--- config.mk ---
export PLATFORM = sky130hd
export DESIGN_NAME = pagerank_sweep_ctrl
export DESIGN_NICKNAME = d
export VERILOG_FILES = /design/src/rtl/pagerank_pkg.sv /design/src/rtl/pagerank_delta_tracker.sv /design/src/rtl/pagerank_sweep_ctrl.sv
export SDC_FILE = /design/constraint.sdc
export NUM_CORES = 1
export LEC_CHECK = 0
export BUFFER_PORTS_ARGS = -buffer_cell sky130_fd_sc_hd__buf_4
export CORE_AREA = 4 4 77 132
export CTS_CLUSTER_DIAMETER = 50
export CTS_CLUSTER_SIZE = 28
export DETAILED_ROUTE_END_ITERATION = 10
export DIE_AREA = 0 0 81 136
export GPL_TIMING_DRIVEN = 1
export PLACE_DENSITY = 0.83
export SYNTH_ARGS = -nofsm -noshare
export SYNTH_HDL_FRONTEND = slang
export SYNTH_HIERARCHICAL = 1
export SYNTH_SLANG_ARGS = --single-unit
--- constraint.sdc ---
create_clock -name clk -period 4.6 [get_ports clk]
set_input_delay 0.92 -clock clk [delete_from_list [all_inputs] [get_ports clk]]
set_output_delay 0.92 -clock clk [all_outputs]
set_load 0.005 [all_outputs]
--- src/rtl/pagerank_pkg.sv ---
// Shared PageRank types and fixed-point constants used by the sweep controller and the update datapath.
package pagerank_pkg;

    localparam int N_DEF     = 16;
    localparam int WIDTH_DEF = 16;

    typedef enum logic [2:0] {
        ST_IDLE,
        ST_INIT,
        ST_ISSUE,
        ST_DRAIN,
        ST_CHECK,
        ST_DONE
    } state_t;

    // 1/n in unsigned Q0.WIDTH_DEF, saturating at the largest representable value when n == 1.
    function automatic logic [WIDTH_DEF-1:0] recip_q(input int n);
        longint q;
        q = (longint'(1) << WIDTH_DEF) / longint'(n);
        if (q > (longint'(1) << WIDTH_DEF) - 1)
            q = (longint'(1) << WIDTH_DEF) - 1;
        return q[WIDTH_DEF-1:0];
    endfunction

    localparam logic [WIDTH_DEF-1:0] ONE_OVER_N = recip_q(N_DEF);
    // Damping factor 0.85.
    localparam logic [WIDTH_DEF-1:0] D_FACTOR   = 16'hD99A;

endpackage

--- src/rtl/pagerank_delta_tracker.sv ---
// Running maximum of |new - old| over the page results of one sweep; i_clear restarts the sweep.
module pagerank_delta_tracker #(
    parameter int WIDTH = 16
) (
    input  logic             clk,
    input  logic             reset,
    input  logic             i_clear,
    input  logic             i_valid,
    input  logic [WIDTH-1:0] i_old,
    input  logic [WIDTH-1:0] i_new,
    output logic [WIDTH-1:0] o_max
);

    logic [WIDTH-1:0] w_delta;
    logic [WIDTH-1:0] r_max;

    // Compare first, so the subtraction can never wrap.
    always_comb begin
        w_delta = (i_new >= i_old) ? (i_new - i_old) : (i_old - i_new);
    end

    always_ff @(posedge clk or posedge reset) begin
        if (reset)
            r_max <= '0;
        else if (i_clear)
            r_max <= '0;
        else if (i_valid && (w_delta > r_max))
            r_max <= w_delta;
    end

    assign o_max = r_max;

endmodule

--- src/rtl/pagerank_sweep_ctrl.sv ---
// PageRank sweep scheduler: init, issue pages 0..N-1, gather deltas, repeat until converged or capped.
// Optional PR_SWEEP_STATS_EN adds last_max_delta and sweep_cycles outputs.
module pagerank_sweep_ctrl
    import pagerank_pkg::*;
#(
    parameter int N      = N_DEF,
    parameter int WIDTH  = WIDTH_DEF,
    parameter int IDX_W  = $clog2(N),
    parameter int ITER_W = 8
) (
    input  logic              clk,
    input  logic              reset,
    input  logic              start,
    input  logic [WIDTH-1:0]  threshold,
    input  logic [ITER_W-1:0] max_iter,
    output logic              init_pulse,
    output logic              upd_valid,
    output logic [IDX_W-1:0]  upd_page,
    input  logic              upd_ready,
    input  logic              res_valid,
    input  logic [WIDTH-1:0]  res_old,
    input  logic [WIDTH-1:0]  res_new,
    output logic              busy,
    output logic              done,
    output logic              converged,
    output logic [ITER_W-1:0] iter_count
`ifdef PR_SWEEP_STATS_EN
    ,
    output logic [WIDTH-1:0]  last_max_delta,
    output logic [15:0]       sweep_cycles
`endif
);

    localparam int CNT_W = $clog2(N + 1);

    state_t             r_state, w_next;
    logic [WIDTH-1:0]   r_thr;
    logic [ITER_W-1:0]  r_max_iter;
    logic [IDX_W-1:0]   r_issue_idx;
    logic [CNT_W-1:0]   r_res_cnt;
    logic [ITER_W-1:0]  r_iter;
    logic               r_conv;

    logic               w_hs;
    logic               w_res;
    logic               w_clr;
    logic [WIDTH-1:0]   w_max_delta;
    logic [ITER_W-1:0]  w_iter_inc;
    logic               w_hit_thr;
    logic               w_hit_cap;

    assign w_hs       = (r_state == ST_ISSUE) && upd_ready;
    assign w_res      = res_valid && ((r_state == ST_ISSUE) || (r_state == ST_DRAIN));
    assign w_iter_inc = r_iter + 1'b1;
    assign w_hit_thr  = (w_max_delta <= r_thr);
    assign w_hit_cap  = (w_iter_inc >= r_max_iter);

    pagerank_delta_tracker #(.WIDTH(WIDTH)) u_delta (
        .clk     (clk),
        .reset   (reset),
        .i_clear (w_clr),
        .i_valid (w_res),
        .i_old   (res_old),
        .i_new   (res_new),
        .o_max   (w_max_delta)
    );

    always_ff @(posedge clk or posedge reset) begin
        if (reset)
            r_state <= ST_IDLE;
        else
            r_state <= w_next;
    end

    always_comb begin
        w_next     = r_state;
        init_pulse = 1'b0;
        upd_valid  = 1'b0;
        done       = 1'b0;
        w_clr      = 1'b0;
        case (r_state)
            ST_IDLE: begin
                if (start) begin
                    w_next = ST_INIT;
                    w_clr  = 1'b1;
                end
            end
            ST_INIT: begin
                init_pulse = 1'b1;
                w_next     = ST_ISSUE;
            end
            ST_ISSUE: begin
                upd_valid = 1'b1;
                if (w_hs && (r_issue_idx == IDX_W'(N - 1)))
                    w_next = ST_DRAIN;
            end
            ST_DRAIN: begin
                if (r_res_cnt == CNT_W'(N))
                    w_next = ST_CHECK;
            end
            ST_CHECK: begin
                if (w_hit_thr || w_hit_cap) begin
                    w_next = ST_DONE;
                end else begin
                    w_next = ST_ISSUE;
                    w_clr  = 1'b1;
                end
            end
            ST_DONE: begin
                done   = 1'b1;
                w_next = ST_IDLE;
            end
            default: w_next = ST_IDLE;
        endcase
    end

    always_ff @(posedge clk or posedge reset) begin
        if (reset) begin
            r_thr       <= '0;
            r_max_iter  <= '0;
            r_issue_idx <= '0;
            r_res_cnt   <= '0;
            r_iter      <= '0;
            r_conv      <= 1'b0;
        end else begin
            case (r_state)
                ST_IDLE: begin
                    if (start) begin
                        r_thr      <= threshold;
                        r_max_iter <= (max_iter == '0) ? ITER_W'(1) : max_iter;
                        r_iter     <= '0;
                        r_conv     <= 1'b0;
                    end
                end
                ST_INIT: begin
                    r_issue_idx <= '0;
                    r_res_cnt   <= '0;
                end
                ST_ISSUE, ST_DRAIN: begin
                    if (w_hs)
                        r_issue_idx <= r_issue_idx + 1'b1;
                    // A misbehaving datapath cannot push the count past N.
                    if (w_res && (r_res_cnt != CNT_W'(N)))
                        r_res_cnt <= r_res_cnt + 1'b1;
                end
                ST_CHECK: begin
                    r_iter      <= w_iter_inc;
                    r_conv      <= w_hit_thr;
                    r_issue_idx <= '0;
                    r_res_cnt   <= '0;
                end
                default: ;
            endcase
        end
    end

    assign upd_page   = r_issue_idx;
    assign busy       = (r_state != ST_IDLE);
    assign converged  = r_conv;
    assign iter_count = r_iter;

`ifdef PR_SWEEP_STATS_EN
    logic [15:0]      r_cyc;
    logic [WIDTH-1:0] r_last_max;
    logic [15:0]      r_sweep_cyc;

    // Counts ISSUE+DRAIN cycles of the current sweep; restarted whenever a sweep is about to begin.
    always_ff @(posedge clk or posedge reset) begin
        if (reset) begin
            r_cyc       <= '0;
            r_last_max  <= '0;
            r_sweep_cyc <= '0;
        end else begin
            case (r_state)
                ST_INIT: r_cyc <= '0;
                ST_ISSUE, ST_DRAIN: begin
                    if (r_cyc != 16'hFFFF)
                        r_cyc <= r_cyc + 16'd1;
                end
                ST_CHECK: begin
                    r_last_max  <= w_max_delta;
                    r_sweep_cyc <= r_cyc;
                    r_cyc       <= '0;
                end
                default: ;
            endcase
        end
    end

    assign last_max_delta = r_last_max;
    assign sweep_cycles   = r_sweep_cyc;
`endif

endmodule

==> impl_metrics.tcl, run 1 <==
set metrics [dict create \
    synth-seq-cells 61 \
    critical_path_buf_inv_count 6 \
    wire_per_inst_um 17.65 \
    synthToLayoutAreaGrowth_pct 25.95 \
    dpl_cell_area_sq_um 6436 \
    yosysTopAreaCell "dfrtp_1" \
    die_x_um 81 \
    async_flop_share 1.000 \
    period_minus_slack_ns 4.507 \
    fin_ws_ns 0.09285 \
    p_total_mw 3.623 \
    drt_wl_total_um 15820 \
    clock_path_buffers 2 \
    drive_gt1_frac 0.2384 \
    reg2reg_from "iter_count[0]" \
    numClockSinks 61 \
    clk_pin_slew_ns 0.05 \
    critPathSlowestCell "o41ai_4" \
    hold_viol_final 0 \
    drtIter0Drc 202 \
    vias 5362 \
    worst_ep_required_time_ns 4.85 \
    start_util 0.6066 \
    synth-main-ff-cell "dfrtp_1" \
    maxCapViolations 0 \
    final_core_utilization 0.7640 \
    finalNonFillerCells 896 \
    crit_chain "buf_4 -> inv_1 -> ha_1 -> inv_1 -> fa_2 -> a211oi_2 -> nor2_2 -> o211ai_2 -> o211a_1 -> buf_6 -> mux2i_1 -> xor2_1 -> inv_1 -> ha_4 -> nand4_1 -> o41ai_4 -> a31oi_4 -> buf_6 -> nor3b_2 -> nor3_2" \
    path_class "primary input to flop" \
    synth.distinct_cells 73 \
    fin_tns_setup_ns 0 \
    ir_worst_vdd_mv 0.3451 \
    dieHeight_um 136 \
    grt_pass1_vias 5541 \
    yosysTopAreaCellShare 0.2767 \
    gp_congestion 0.9208 \
    cpPeakStageDelay_ns 0.50 \
    numCtsBuffers 9 \
    dieArea_sq_um 11020 \
    path_common_cell "inv_1" \
    ant_nets 0 \
    synth_warnings 6 \
    pin_count 78 \
    crit_path_max_fanout 6 \
    tightest_slew_ns 0.7842 \
    synth-edff-count 0 \
    whs_ns 0.5217 \
    vias_per_cell 5.984 \
    critPathArrivalTime_ns 4.76 \
    gr-total-overflow 0 \
    grt_max_degree 46 \
    syn_avg_cell_area_sq_um 8.422 \
    htreeDepth 3 \
    hpwl_um 12070 \
    yosysSeqAreaShare 0.2767 \
    core_area_sq_um 9094 \
    finClkSkew_ns 0.005092 \
    fmaxAchievable_mhz 221.9 \
    slew-limit-headroom 0.4724 \
    drc 0 \
    cts_tree "done" \
    startpoint_type "primary input" \
    synth_cells 655 \
    fin_crit_sh 0.9798 \
    fillers 669 \
    final_area_sq_um 6948 \
    setup_viol 0 \
    cp-end-kind "flop" \
    startpoint "res_new[0]" \
    num-nets-final 909 \
    first_pass_iters 5 \
    antenna_found_initial 0 \
    power_leakage_nw 3.617 \
    grtUsageTotal 0.2838 \
    grt_pass1_wl_um 24320 \
    syn_nets 793 \
    powerDensity_nw_per_um2 521.4 \
    synth_area_sq_um 5517 \
    clk_root_buffer_cell "clkbuf_16" \
    place_inst 874 \
    port_buffers 77 \
    hold_buffers 0 \
    synthTopCellsByArea "dfrtp_1 28%, ha_1 17%, inv_1 6.4%" \
    pre_cts_slack_ns -0.1758 \
    slew_violations 0 \
    num_rows 46 \
    min-delay-start "r_max_iter[6]" \
    critical-path-top-delay-family "compound AO/OA/AOI/OAI gates" \
    hold_class "flop to flop" \
    n_antenna_cell 0 \
    status "complete, no violations" \
    insertion_delay_ns 0.33 \
]
## report_power, final
group	internal, mW	total [mW]	switching (mW)
clock network	0.598	0.836	0.238
registers	0.774	0.958	0.184
logic	0.824	1.83	1.00
total	2.20	3.62	1.43
## path summary, 6_finish.rpt
path | depth (start not counted) | to | slack [ns]
min | 2 | r_max_iter[6] | 0.52
min in group asynchronous | 2 | u_delta/o_max[10] | 0.68
max reg2reg | 13 | u_delta/o_max[15] | 0.70
max in group asynchronous | 3 | r_max_iter[3] | 3.45
max | 20 | u_delta/o_max[8] | 0.09
min reg2reg | 2 | r_max_iter[6] | 0.52
## worst register-to-register path: cells and delay by family, from the launching register on
| kind | cells | cell delay (ns) |
|---|---|---|
| AOI/OAI and AO/OA | 5 | 1.27 |
| and+or+nand+nor | 4 | 0.91 |
| adders and majority gates | 2 | 0.55 |
| DFF | 1 | 0.48 |
| buffers and inverters | 1 | 0.32 |
| xor gates and xnor gates | 1 | 0.26 |
## Yosys cell counts (all sizes together), types with 3 or more instances
library cell / count
dfrtp: 61
and2: 7
clkbuf: 6
nor3: 14
or2: 3
xor2: 11
mux2: 5
a21o: 19
nand3: 9
a22o: 10
o21bai: 6
o211ai: 7
o31ai: 6
a31oi: 3
and3: 9
a21boi: 3
nor3b: 5
o21ai: 55
a21oi: 58
nand4: 14
or3: 5
buf: 19
xnor2: 13
inv: 95
nor2b: 9
a211oi: 4
ha: 75
mux2i: 11
nand2: 46
nor2: 32
## cell families (layout without fill, tap and decap cells)
kind of cell | count (synthesis) | after routing | synth area share
compound gates | 193 | 193 | 0.2282
xor+xnor | 24 | 24 | 0.03810
fa+ha+maj | 77 | 77 | 0.1774
buf+inv | 120 | 241 | 0.09503
flops | 61 | 61 | 0.2767
mux | 16 | 16 | 0.03085
simple gates | 164 | 164 | 0.1538
## final cells by class
class,count,area (sq um),share of cell area
Clock buffer,10,239.0,0.03440
Tap cell,120,150.1,0.02161
Timing Repair Buffer,130,982.2,0.1414
Inverter,95,356.6,0.05132
Clock inverter,6,133.9,0.01927
Sequential cell,61,1526,0.2197
Multi-Input combinational cell,474,3560,0.5123
## metal layers
metal | vias up | track usage | wire [um]
met5 | - | 0 | 0
li1 | 2528 | - | -
met4 | 0 | 0.1917 | 1134
met2 | 191 | 0.5659 | 9072
met1 | 2560 | 0.2471 | 5085
met3 | 83 | 0.03515 | 523
## layout by cell type (no fill, tap or decap), types with 17 or more instances in the layout
cell,netlist,final
a21o_1,17,17
a21oi_1,56,54
buf_4,1,125
dfrtp_1,61,61
ha_1,75,73
inv_1,94,93
nand2_1,46,46
nor2_1,32,30
o21ai_0,26,25
o21ai_1,29,30
## sequential cells by signal, summed over array words and instances (netlist names)
name,flops
r_thr,16
u_delta/o_max,16
iter_count,8
r_max_iter,8
r_res_cnt,5
upd_page,4
r_state,3
converged,1
## repair_timing
item	in CTS	in global routing
setup buffers	0	4
resized for setup	0	19
endpoints found under the setup margin	0	16
No activity file was read; power rests on OpenSTA's default activity.
==> inputs of run 2 (changes only) <==
Settings changed: CTS_BUF_LIST set to sky130_fd_sc_hd__clkbuf_16.
==> run 2 against run 1 <==
Effect of this change:
- count of clock-buffer cells in the layout shrank 1
- clock skew shrank 0.0027 ns
- sequential share of layout area grew 0.052 points
- sequential power is essentially flat
- die area is the same
- flip-flop and latch count is the same
- highest routed layer unchanged
- critical path type unchanged
- register-to-register slack gained 0.04 ns
==> impl_metrics.tcl, run 2 (synthesis gave the netlist of run 1 again) <==
set metrics [dict create \
    status "complete, no violations" \
    vias 5341 \
    drt_wl_total_um 15590 \
    num_rows 46 \
    start_util 0.6066 \
    hpwl_um 12070 \
    critPathArrivalTime_ns 4.68 \
    power.clock.fraction 0.227 \
    use_met3 0.03515 \
    startpoint_type "primary input" \
    fmaxAchievable_mhz 225.4 \
    place_inst 874 \
    path_class "primary input to flop" \
    numCtsBuffers 9 \
    hold_class "flop to flop" \
    worst_ep_required_time_ns 4.85 \
    ant_nets 0 \
    timing.rr.end "u_delta/o_max[14]" \
    num-nets-final 908 \
    fillers 676 \
    r2r_slack_ns 0.74 \
    cts_tree "done" \
    vias_per_cell 5.968 \
    power.share.sequential 0.267 \
    top_usage_layer "met2" \
    maxCapViolations 0 \
    finalNonFillerCells 895 \
    htreeDepth 3 \
    r2r_cells 13 \
    grtUsageTotal 0.2858 \
    final_common_cell "buf_4" \
    grt_pass1_vias 5551 \
    crit_path_max_fanout 12 \
    pin_count 78 \
    wire_per_inst_um 17.41 \
    grt_pass1_wl_um 24430 \
    powerDensity_nw_per_um2 518.6 \
    port_buffers 77 \
    netSwitchingPower_mw 1.416 \
    first_pass_iters 5 \
    dieHeight_um 136 \
    reg2reg_from "iter_count[0]" \
    final_cell_mix "125 x buf_4, 93 x inv_1, 73 x ha_1" \
    power_leakage_nw 3.605 \
    n_antenna_cell 0 \
    drive_gt1_frac 0.2348 \
    slew_violations 0 \
    hold_depth 2 \
    finClkSkew_ns 0.002374 \
    hold_buffers 0 \
    clock_path_buffers 2 \
    drc 0 \
    fin_crit_sh 0.9644 \
    antenna_found_initial 0 \
    pwr-share-comb 0.506 \
    setup_viol 0 \
    drtIter0Drc 253 \
    numClockSinks 61 \
    hold_viol_final 0 \
    p_int_mw 2.179 \
    grt_max_degree 46 \
    slew-limit-headroom 0.4401 \
    ir_worst_vdd_mv 0.3208 \
    min-delay-start "r_max_iter[6]" \
    rsz0062_at_grt "false" \
    tightest_slew_ns 0.8322 \
    core_area_sq_um 9094 \
    hold_end "r_max_iter[6]" \
    clk_pin_slew_ns 0.05 \
    fin_tns_setup_ns 0 \
    p_sw_frac 0.3940 \
    die_x_um 81 \
    insertion_delay_ns 0.33 \
    gr-total-overflow 0 \
    dieArea_sq_um 11020 \
    synthToLayoutAreaGrowth_pct 25.65 \
    met2_usage 0.5714 \
    cp-end-kind "flop" \
    use_met1 0.2468 \
    period_minus_slack_ns 4.436 \
    gp_congestion 0.9208 \
    clk_root_buffer_cell "clkbuf_16" \
]
==> run 2: worst max-delay path by stage <==
stage,start,to,slack [ns]
global placement,res_new[0],u_delta/o_max[8],-0.09
finish,res_new[0],u_delta/o_max[8],0.16
detailed placement,res_old[0],u_delta/o_max[8],-0.18
global route,res_new[0],u_delta/o_max[15],0.008
floorplan,res_new[0],u_delta/o_max[0],0.06
CTS,res_new[0],u_delta/o_max[8],0.15
==> run 2: repair_timing <==
action,CTS,global route
setup endpoints to repair,0,16
resized for setup,0,19
setup buffers,0,4
==> run 2: per-layer routing <==
layer,wire length [um],part of all wire
met3,454,0.029
met1,5039,0.32
met5,0,0
met4,1000,0.064
met2,9091,0.58
==> run 2: power by group through the flow <==
stage | clock [mW] | sequential (mW) | combinational, mW
after floorplan | 0 | 0.892 | 1.16
after detailed placement | 0 | 0.952 | 1.66
after global placement | 0 | 0.938 | 1.54
after CTS | 0.820 | 0.950 | 1.71
final | 0.817 | 0.958 | 1.82
after global routing | 0.843 | 0.976 | 2.01
==> run 2: area by class of cell <==
| type | count | area [sq um] | area share |
|---|---|---|---|
| Sequential cell | 61 | 1526 | 0.2202 |
| Clock buffer | 9 | 225.2 | 0.03249 |
| Inverter | 95 | 356.6 | 0.05144 |
| Tap cell | 120 | 150.1 | 0.02166 |
| Timing Repair Buffer | 129 | 977.2 | 0.1410 |
| Multi-Input combinational cell | 474 | 3558 | 0.5134 |
| Clock inverter | 7 | 137.6 | 0.01986 |
==> run 2: stage by stage <==
| stage | setup slack [ns] | hold slack (ns) | power [mW] | util | area, sq um |
|---|---|---|---|---|---|
| finish | 0.1637 | 0.5218 | 3.595 | 0.7622 | 6932 |
| detailed placement | -0.1758 | 0.5079 | 2.611 | 0.7078 | 6436 |
| global route | 0.008123 | 0.5495 | 3.830 | 0.7622 | 6932 |
| global placement | -0.09409 | 0.5027 | 2.481 | 0.7078 | 6436 |
| CTS | 0.1501 | 0.5286 | 3.485 | 0.7477 | 6799 |
| floorplan | 0.05760 | 0.4649 | 2.049 | - | 5523 |
==> run 2: worst max-delay path: stages <==
cell and delay (ns):
buf_4 0.11, inv_1 0.04, ha_1 0.15, inv_1 0.06, fa_2 0.35, a211oi_2 0.29, nor2_2 0.09, o211ai_2 0.19
o211a_1 0.27, buf_6 0.15, mux2i_1 0.20, xor2_1 0.21, inv_1 0.11, ha_4 0.28, nand4_1 0.20, o41ai_4 0.46
a31oi_4 0.08, buf_6 0.17, nor3b_2 0.16, nor3_2 0.18
